## src/rtl/posit_to_double_es3.sv

```systemverilog
// posit<32,3> to IEEE-754 binary64 converter.
// Four register ranks: input capture, magnitude/regime decode, field extraction,
// and double assembly. One conversion per cycle; done arrives three edges after
// the edge that sampled start. Every posit<32,3> value fits exactly in binary64,
// so no rounding logic is needed.
module posit_to_double_es3 (
    input  logic        clk,
    input  logic        reset,
    input  logic        start,
    input  logic [31:0] in,
    output logic [63:0] result,
    output logic        zero,
    output logic        nar,
    output logic        done
);

    localparam int unsigned NBITS = 32;
    localparam int unsigned ES    = 3;
    localparam int unsigned DBITS = 64;
    localparam int unsigned FBITS = NBITS - ES - 3;  // widest fraction: 26 bits

    localparam logic [DBITS-1:0] QuietNan = 64'h7FF8_0000_0000_0000;
    localparam logic [10:0]      ExpBias  = 11'd1023;

    // ------------------------------------------------------------------
    // S0: input capture
    // ------------------------------------------------------------------
    logic             s0_valid_q, s0_valid_d;
    logic [NBITS-1:0] s0_in_q, s0_in_d;

    // Next state for the input rank.
    always_comb begin
        s0_valid_d = start;
        s0_in_d    = in;
    end

    // Input rank; reset drops any start presented in the same cycle.
    always_ff @(posedge clk) begin
        if (reset) begin
            s0_valid_q <= 1'b0;
            s0_in_q    <= '0;
        end else begin
            s0_valid_q <= s0_valid_d;
            s0_in_q    <= s0_in_d;
        end
    end

    // ------------------------------------------------------------------
    // S1: sign, magnitude, specials, regime run length
    // ------------------------------------------------------------------
    logic             s1_valid_q, s1_valid_d;
    logic             s1_sign_q, s1_sign_d;
    logic             s1_zero_q, s1_zero_d;
    logic             s1_nar_q, s1_nar_d;
    logic [30:0]      s1_body_q, s1_body_d;   // magnitude without its sign bit
    logic [4:0]       s1_run_q, s1_run_d;     // regime run length m, 1..31
    logic             s1_rbit_q, s1_rbit_d;   // value of the regime bits

    logic [NBITS-1:0] s1_abs;
    logic             s1_run_open;
    logic             unused_abs_msb;

    // Two's-complement magnitude, special detection and leading-run count.
    always_comb begin
        s1_valid_d = s0_valid_q;
        s1_sign_d  = s0_in_q[NBITS-1];
        s1_abs     = s0_in_q[NBITS-1] ? (~s0_in_q + 32'd1) : s0_in_q;
        s1_zero_d  = (s0_in_q == 32'h0000_0000);
        s1_nar_d   = (s0_in_q == 32'h8000_0000);
        s1_body_d  = s1_abs[30:0];
        s1_rbit_d  = s1_abs[30];

        // Count bits equal to abs[30] from the top down until the first change.
        s1_run_d    = '0;
        s1_run_open = 1'b1;
        for (int i = 30; i >= 0; i--) begin
            if (s1_run_open && (s1_abs[i] == s1_abs[30])) begin
                s1_run_d = s1_run_d + 5'd1;
            end else begin
                s1_run_open = 1'b0;
            end
        end
    end

    // abs[31] is only set for NaR, which is handled through the special flag.
    assign unused_abs_msb = s1_abs[31];

    // Decode rank.
    always_ff @(posedge clk) begin
        if (reset) begin
            s1_valid_q <= 1'b0;
            s1_sign_q  <= 1'b0;
            s1_zero_q  <= 1'b0;
            s1_nar_q   <= 1'b0;
            s1_body_q  <= '0;
            s1_run_q   <= '0;
            s1_rbit_q  <= 1'b0;
        end else begin
            s1_valid_q <= s1_valid_d;
            s1_sign_q  <= s1_sign_d;
            s1_zero_q  <= s1_zero_d;
            s1_nar_q   <= s1_nar_d;
            s1_body_q  <= s1_body_d;
            s1_run_q   <= s1_run_d;
            s1_rbit_q  <= s1_rbit_d;
        end
    end

    // ------------------------------------------------------------------
    // S2: strip regime + terminator, extract exponent and fraction, scale
    // ------------------------------------------------------------------
    logic             s2_valid_q, s2_valid_d;
    logic             s2_sign_q, s2_sign_d;
    logic             s2_zero_q, s2_zero_d;
    logic             s2_nar_q, s2_nar_d;
    logic [9:0]       s2_scale_q, s2_scale_d;  // two's complement, [-240, 240]
    logic [FBITS-1:0] s2_frac_q, s2_frac_d;

    logic [5:0]       s2_shamt;
    logic [63:0]      s2_shifted;
    logic [28:0]      s2_fields;
    logic [ES-1:0]    s2_exp;
    logic [9:0]       s2_run_ext;
    logic [9:0]       s2_k;
    logic [34:0]      unused_shift_tail;

    // Left-justify the bits after the terminator; bits shifted past the end read as 0.
    always_comb begin
        s2_valid_d = s1_valid_q;
        s2_sign_d  = s1_sign_q;
        s2_zero_d  = s1_zero_q;
        s2_nar_d   = s1_nar_q;

        // Run of m bits plus the terminator; for m=31 there is no terminator,
        // but everything is shifted out either way.
        s2_shamt   = {1'b0, s1_run_q} + 6'd1;
        s2_shifted = {s1_body_q, 33'b0} << s2_shamt;
        s2_fields  = s2_shifted[63:35];
        s2_exp     = s2_fields[28:26];
        s2_frac_d  = s2_fields[25:0];

        // k = m-1 for a run of ones, -m for a run of zeros.
        s2_run_ext = {5'd0, s1_run_q};
        s2_k       = s1_rbit_q ? (s2_run_ext - 10'd1) : (10'd0 - s2_run_ext);
        s2_scale_d = (s2_k << ES) + {7'd0, s2_exp};
    end

    assign unused_shift_tail = s2_shifted[34:0];

    // Field-extraction rank.
    always_ff @(posedge clk) begin
        if (reset) begin
            s2_valid_q <= 1'b0;
            s2_sign_q  <= 1'b0;
            s2_zero_q  <= 1'b0;
            s2_nar_q   <= 1'b0;
            s2_scale_q <= '0;
            s2_frac_q  <= '0;
        end else begin
            s2_valid_q <= s2_valid_d;
            s2_sign_q  <= s2_sign_d;
            s2_zero_q  <= s2_zero_d;
            s2_nar_q   <= s2_nar_d;
            s2_scale_q <= s2_scale_d;
            s2_frac_q  <= s2_frac_d;
        end
    end

    // ------------------------------------------------------------------
    // S3: assemble binary64; outputs hold between valid items
    // ------------------------------------------------------------------
    logic [DBITS-1:0] result_q, result_d;
    logic             zero_q, zero_d;
    logic             nar_q, nar_d;
    logic             done_q, done_d;
    logic [10:0]      s3_biased;

    // Output next state; scale range keeps the biased exponent in 783..1263.
    always_comb begin
        result_d  = result_q;
        zero_d    = zero_q;
        nar_d     = nar_q;
        done_d    = s2_valid_q;
        s3_biased = {s2_scale_q[9], s2_scale_q} + ExpBias;

        if (s2_valid_q) begin
            if (s2_nar_q) begin
                result_d = QuietNan;
                zero_d   = 1'b0;
                nar_d    = 1'b1;
            end else if (s2_zero_q) begin
                result_d = '0;
                zero_d   = 1'b1;
                nar_d    = 1'b0;
            end else begin
                result_d = {s2_sign_q, s3_biased, s2_frac_q, 26'd0};
                zero_d   = 1'b0;
                nar_d    = 1'b0;
            end
        end
    end

    // Output rank.
    always_ff @(posedge clk) begin
        if (reset) begin
            result_q <= '0;
            zero_q   <= 1'b0;
            nar_q    <= 1'b0;
            done_q   <= 1'b0;
        end else begin
            result_q <= result_d;
            zero_q   <= zero_d;
            nar_q    <= nar_d;
            done_q   <= done_d;
        end
    end

    assign result = result_q;
    assign zero   = zero_q;
    assign nar    = nar_q;
    assign done   = done_q;

endmodule

```

## config.mk

```make
export PLATFORM = sky130hd
export DESIGN_NAME = posit_to_double_es3
export DESIGN_NICKNAME = d
export VERILOG_FILES = /design/src/rtl/posit_to_double_es3.sv
export SDC_FILE = /design/constraint.sdc
export NUM_CORES = 1
export LEC_CHECK = 0
export ABC_AREA = 1
export BUFFER_PORTS_ARGS = -buffer_cell sky130_fd_sc_hd__clkbuf_2
export CORE_MARGIN = 2
export CORE_UTILIZATION = 40
export CTS_CLUSTER_SIZE = 30
export DETAILED_ROUTE_END_ITERATION = 7
export PLACE_DENSITY = 0.57
export SYNTH_ARGS = -nofsm -noshare
export SYNTH_HDL_FRONTEND = slang
export SYNTH_SLANG_ARGS = --single-unit
```

## constraint.sdc

```tcl
create_clock -name clk -period 20.5 [get_ports clk]
set_clock_uncertainty 0.1 [all_clocks]
set_input_delay 1.025 -clock clk [delete_from_list [all_inputs] [get_ports clk]]
set_output_delay 1.025 -clock clk [all_outputs]
set_load 0.01 [all_outputs]
```

==> results_dict.tcl <==
set metrics [dict create \
    areaGrowthSynthToFinish_pct 10.3 \
    diodes 0 \
    p_total_mw 1.02 \
    setup_slack_ns 7.50 \
    grt_overflow 0 \
    design_area_um2 11600 \
    start_util 0.406 \
    clk_pin_slew_ns 0.07 \
    drv_slew 0 \
    route.detailed.drc 0 \
    status "finished clean" \
    nets 1767 \
    slew_headroom 0.292 \
    final_core_util 0.448 \
    period_minus_slack_ns 13.00 \
    vias 9698 \
    ctsResizeCount 0 \
    yosys-top-cells-area "dfxtp_1 (29%), nand2_1 (16%), inv_1 (7.5%)" \
    arrival_ns 13.23 \
    ys_ff_latch 153 \
    final_hold_viol_count 0 \
    grt_use_total 0.178 \
    clockBufferDepth 2 \
    port-buffer-count 75 \
    setup_violations 0 \
    die_x_um 166 \
    grt_pass1_vias 8911 \
    antenna_found_initial 0 \
    critPathSlowestCell "nand2_4" \
    rsz0062_at_grt "false" \
    cts-buffers-inserted 17 \
    cp_max_fo 29 \
    gp_congestion 0.921 \
    wire_per_inst_um 12.0 \
    yosysMostFrequentCell "nand2_1" \
    synth-main-ff-cell "dfxtp_1" \
    whs_ns 0.302 \
    h-tree-depth 4 \
    p_int_mw 0.631 \
    synthAdderAreaFrac 0.0356 \
    post-place-cells 2018 \
    grt_pass1_wl_um 41900 \
    worstSetupEndpointType "flip-flop" \
    finalNonFillerCells 2050 \
    power_density_nw_per_um2 87.9 \
    path_class "flip-flop to flip-flop" \
    viasPerCell 4.73 \
    crit_required_ns 20.73 \
    synth_top_family_by_area "simple AND/OR/NAND/NOR gates" \
    post-dp-hpwl_um 19400 \
    syn_avg_cell_area_um2 6.37 \
    post-route-period-util 0.634 \
    routed_wl_um 24500 \
    yosysWarningCount 0 \
    cellLeakagePower_nw 5.98 \
    seqPwrFrac 0.342 \
    timing.critical_path.mode_cell "nand2_1" \
    cap_violations 0 \
    cts_hold_buf 0 \
    async_flop_share 0 \
    root_buffer "clkbuf_16" \
    pre_cts_slack_ns 7.49 \
    dr.pass1.iters 5 \
    netlist_area_um2 10600 \
    min_path_type "flip-flop to flip-flop" \
    seq_area_frac_synth 0.290 \
    combPwrFrac 0.346 \
    synth_edf_count 0 \
    die_h_um 166 \
    cts_tree "yes" \
    row_count 59 \
    synth_compound_area_frac 0.119 \
    tightest_slew_ns 1.06 \
    slowest_delay_ns 0.33 \
    ioPinCount 102 \
    clock.fmax_mhz 76.9 \
    place_area_um2 11000 \
    clock_sinks 153 \
    worst_skew_pair.late_latency_ns 0.43 \
    synth_top_cells_by_count "nand2_1 (448), inv_1 (211), nor2_1 (181), dfxtp_1 (153), nand3_1 (121)" \
    dieArea_um2 27700 \
    cts_setup_buffers 0 \
    vdd_ir_drop_max_mv 0.0621 \
    synth-xor-area-share 0.0340 \
    grt_max_degree 65 \
    synth_top_area_share 0.290 \
    synth_mux_area_frac 0.00284 \
    switching_power_mw 0.393 \
    syn_inst 1657 \
    setup_tns_ns 0 \
    p_sw_frac 0.384 \
    synth_cell_types 52 \
    postRouteAntennaNets 0 \
    coreArea_um2 26000 \
    clkPwrFrac 0.312 \
    layout-drive-gt1-share 0.143 \
    startpoint_type "flip-flop" \
    yosysTopAreaCell "dfxtp_1" \
    first_iter_violations 428 \
    synth-simple-area-share 0.393 \
]
==> path summary, 6_finish.rpt <==
check         startpoint  depth (start not counted)     endpoint  slack [ns]
max          s0_in_q[31]                         88  s1_run_q[4]        7.50
min           s0_valid_q                          2   s1_valid_q        0.30
max reg2reg  s0_in_q[31]                         88  s1_run_q[4]        7.50
min reg2reg   s0_valid_q                          2   s1_valid_q        0.30
==> worst max-delay path, delay by kind of cell, from the launching register on <==
| family | cells | cell delay (ns) |
|---|---|---|
| adder cells (fa/ha/maj) | 16 | 4.25 |
| AND/OR/NAND/NOR | 36 | 3.74 |
| AO/OA/AOI/OAI | 14 | 2.49 |
| buffers and inverters | 21 | 1.82 |
| flip-flops | 1 | 0.31 |
| XOR/XNOR | 1 | 0.15 |
==> sequential cells by signal, indices dropped and copies added (netlist names), 5 cells and up <==
| signal | cells |
|---|---|
| result | 38 |
| s0_in_q | 32 |
| s1_body_q | 31 |
| s1_run_q | 5 |
| s2_frac_q | 26 |
| s2_scale_q | 9 |
==> routing by layer <==
layer  vias to the layer above  GRT usage  part of all wire
li1                       5284          -                 -
met3                        26     0.0235             0.029
met1                      4212      0.244              0.51
met4                         0     0.0525             0.016
met2                       176      0.293              0.45
met5                         -          0                 0
==> final cells by class <==
| type | count | area, µm² |
|---|---|---|
| Clock buffer | 17 | 425 |
| Clock inverter | 15 | 181 |
| Fill cell | 2793 | 14300 |
| Inverter | 230 | 880 |
| Multi-Input combinational cell | 1220 | 6260 |
| Sequential cell | 153 | 3060 |
| Tap cell | 335 | 419 |
| Timing Repair Buffer | 80 | 415 |
==> placed cells by master, fill, tap and decap left out, drive strengths merged <==
| cell type | n |
|---|---|
| nand2 | 502 |
| inv | 234 |
| nor2 | 208 |
| dfxtp | 153 |
| nand3 | 141 |
| o21ai | 123 |
| clkbuf | 91 |
| a21oi | 62 |
| ha | 30 |
| nand4 | 27 |
| xor2 | 26 |
| conb | 26 |
| xnor2 | 15 |
| o211ai | 13 |
| nor3 | 8 |
| clkinv | 8 |
| or2 | 6 |
| buf | 6 |
| a31oi | 6 |
| nand3b | 5 |
| o22ai | 5 |
| o21bai | 3 |
| mux2i | 3 |
| o2111ai | 3 |
| o21a | 2 |
| bufinv | 2 |
| a22oi | 1 |
| or3 | 1 |
| a221oi | 1 |
| nor4 | 1 |
| o221a | 1 |
| o211a | 1 |
| clkinvlp | 1 |
==> power by group through the flow <==
stage	clock [mW]	combinational, mW	sequential, mW
2_1_floorplan	0	0.285	0.349
3_3_place_gp	0	0.349	0.356
3_5_place_dp	0	0.354	0.357
4_1_cts	0.328	0.356	0.350
5_1_grt	0.340	0.414	0.353
6_report	0.320	0.355	0.350
==> kinds of logic after synthesis <==
group                      after synthesis
DFF                                    153
adders and majority gates               30
AOI/OAI and AO/OA                      221
other                                    1
and+or+nand+nor                        899
buffers and inverters                  309
xor gates and xnor gates                41
muxes                                    3
No activity file was read; power rests on OpenSTA's default activity.
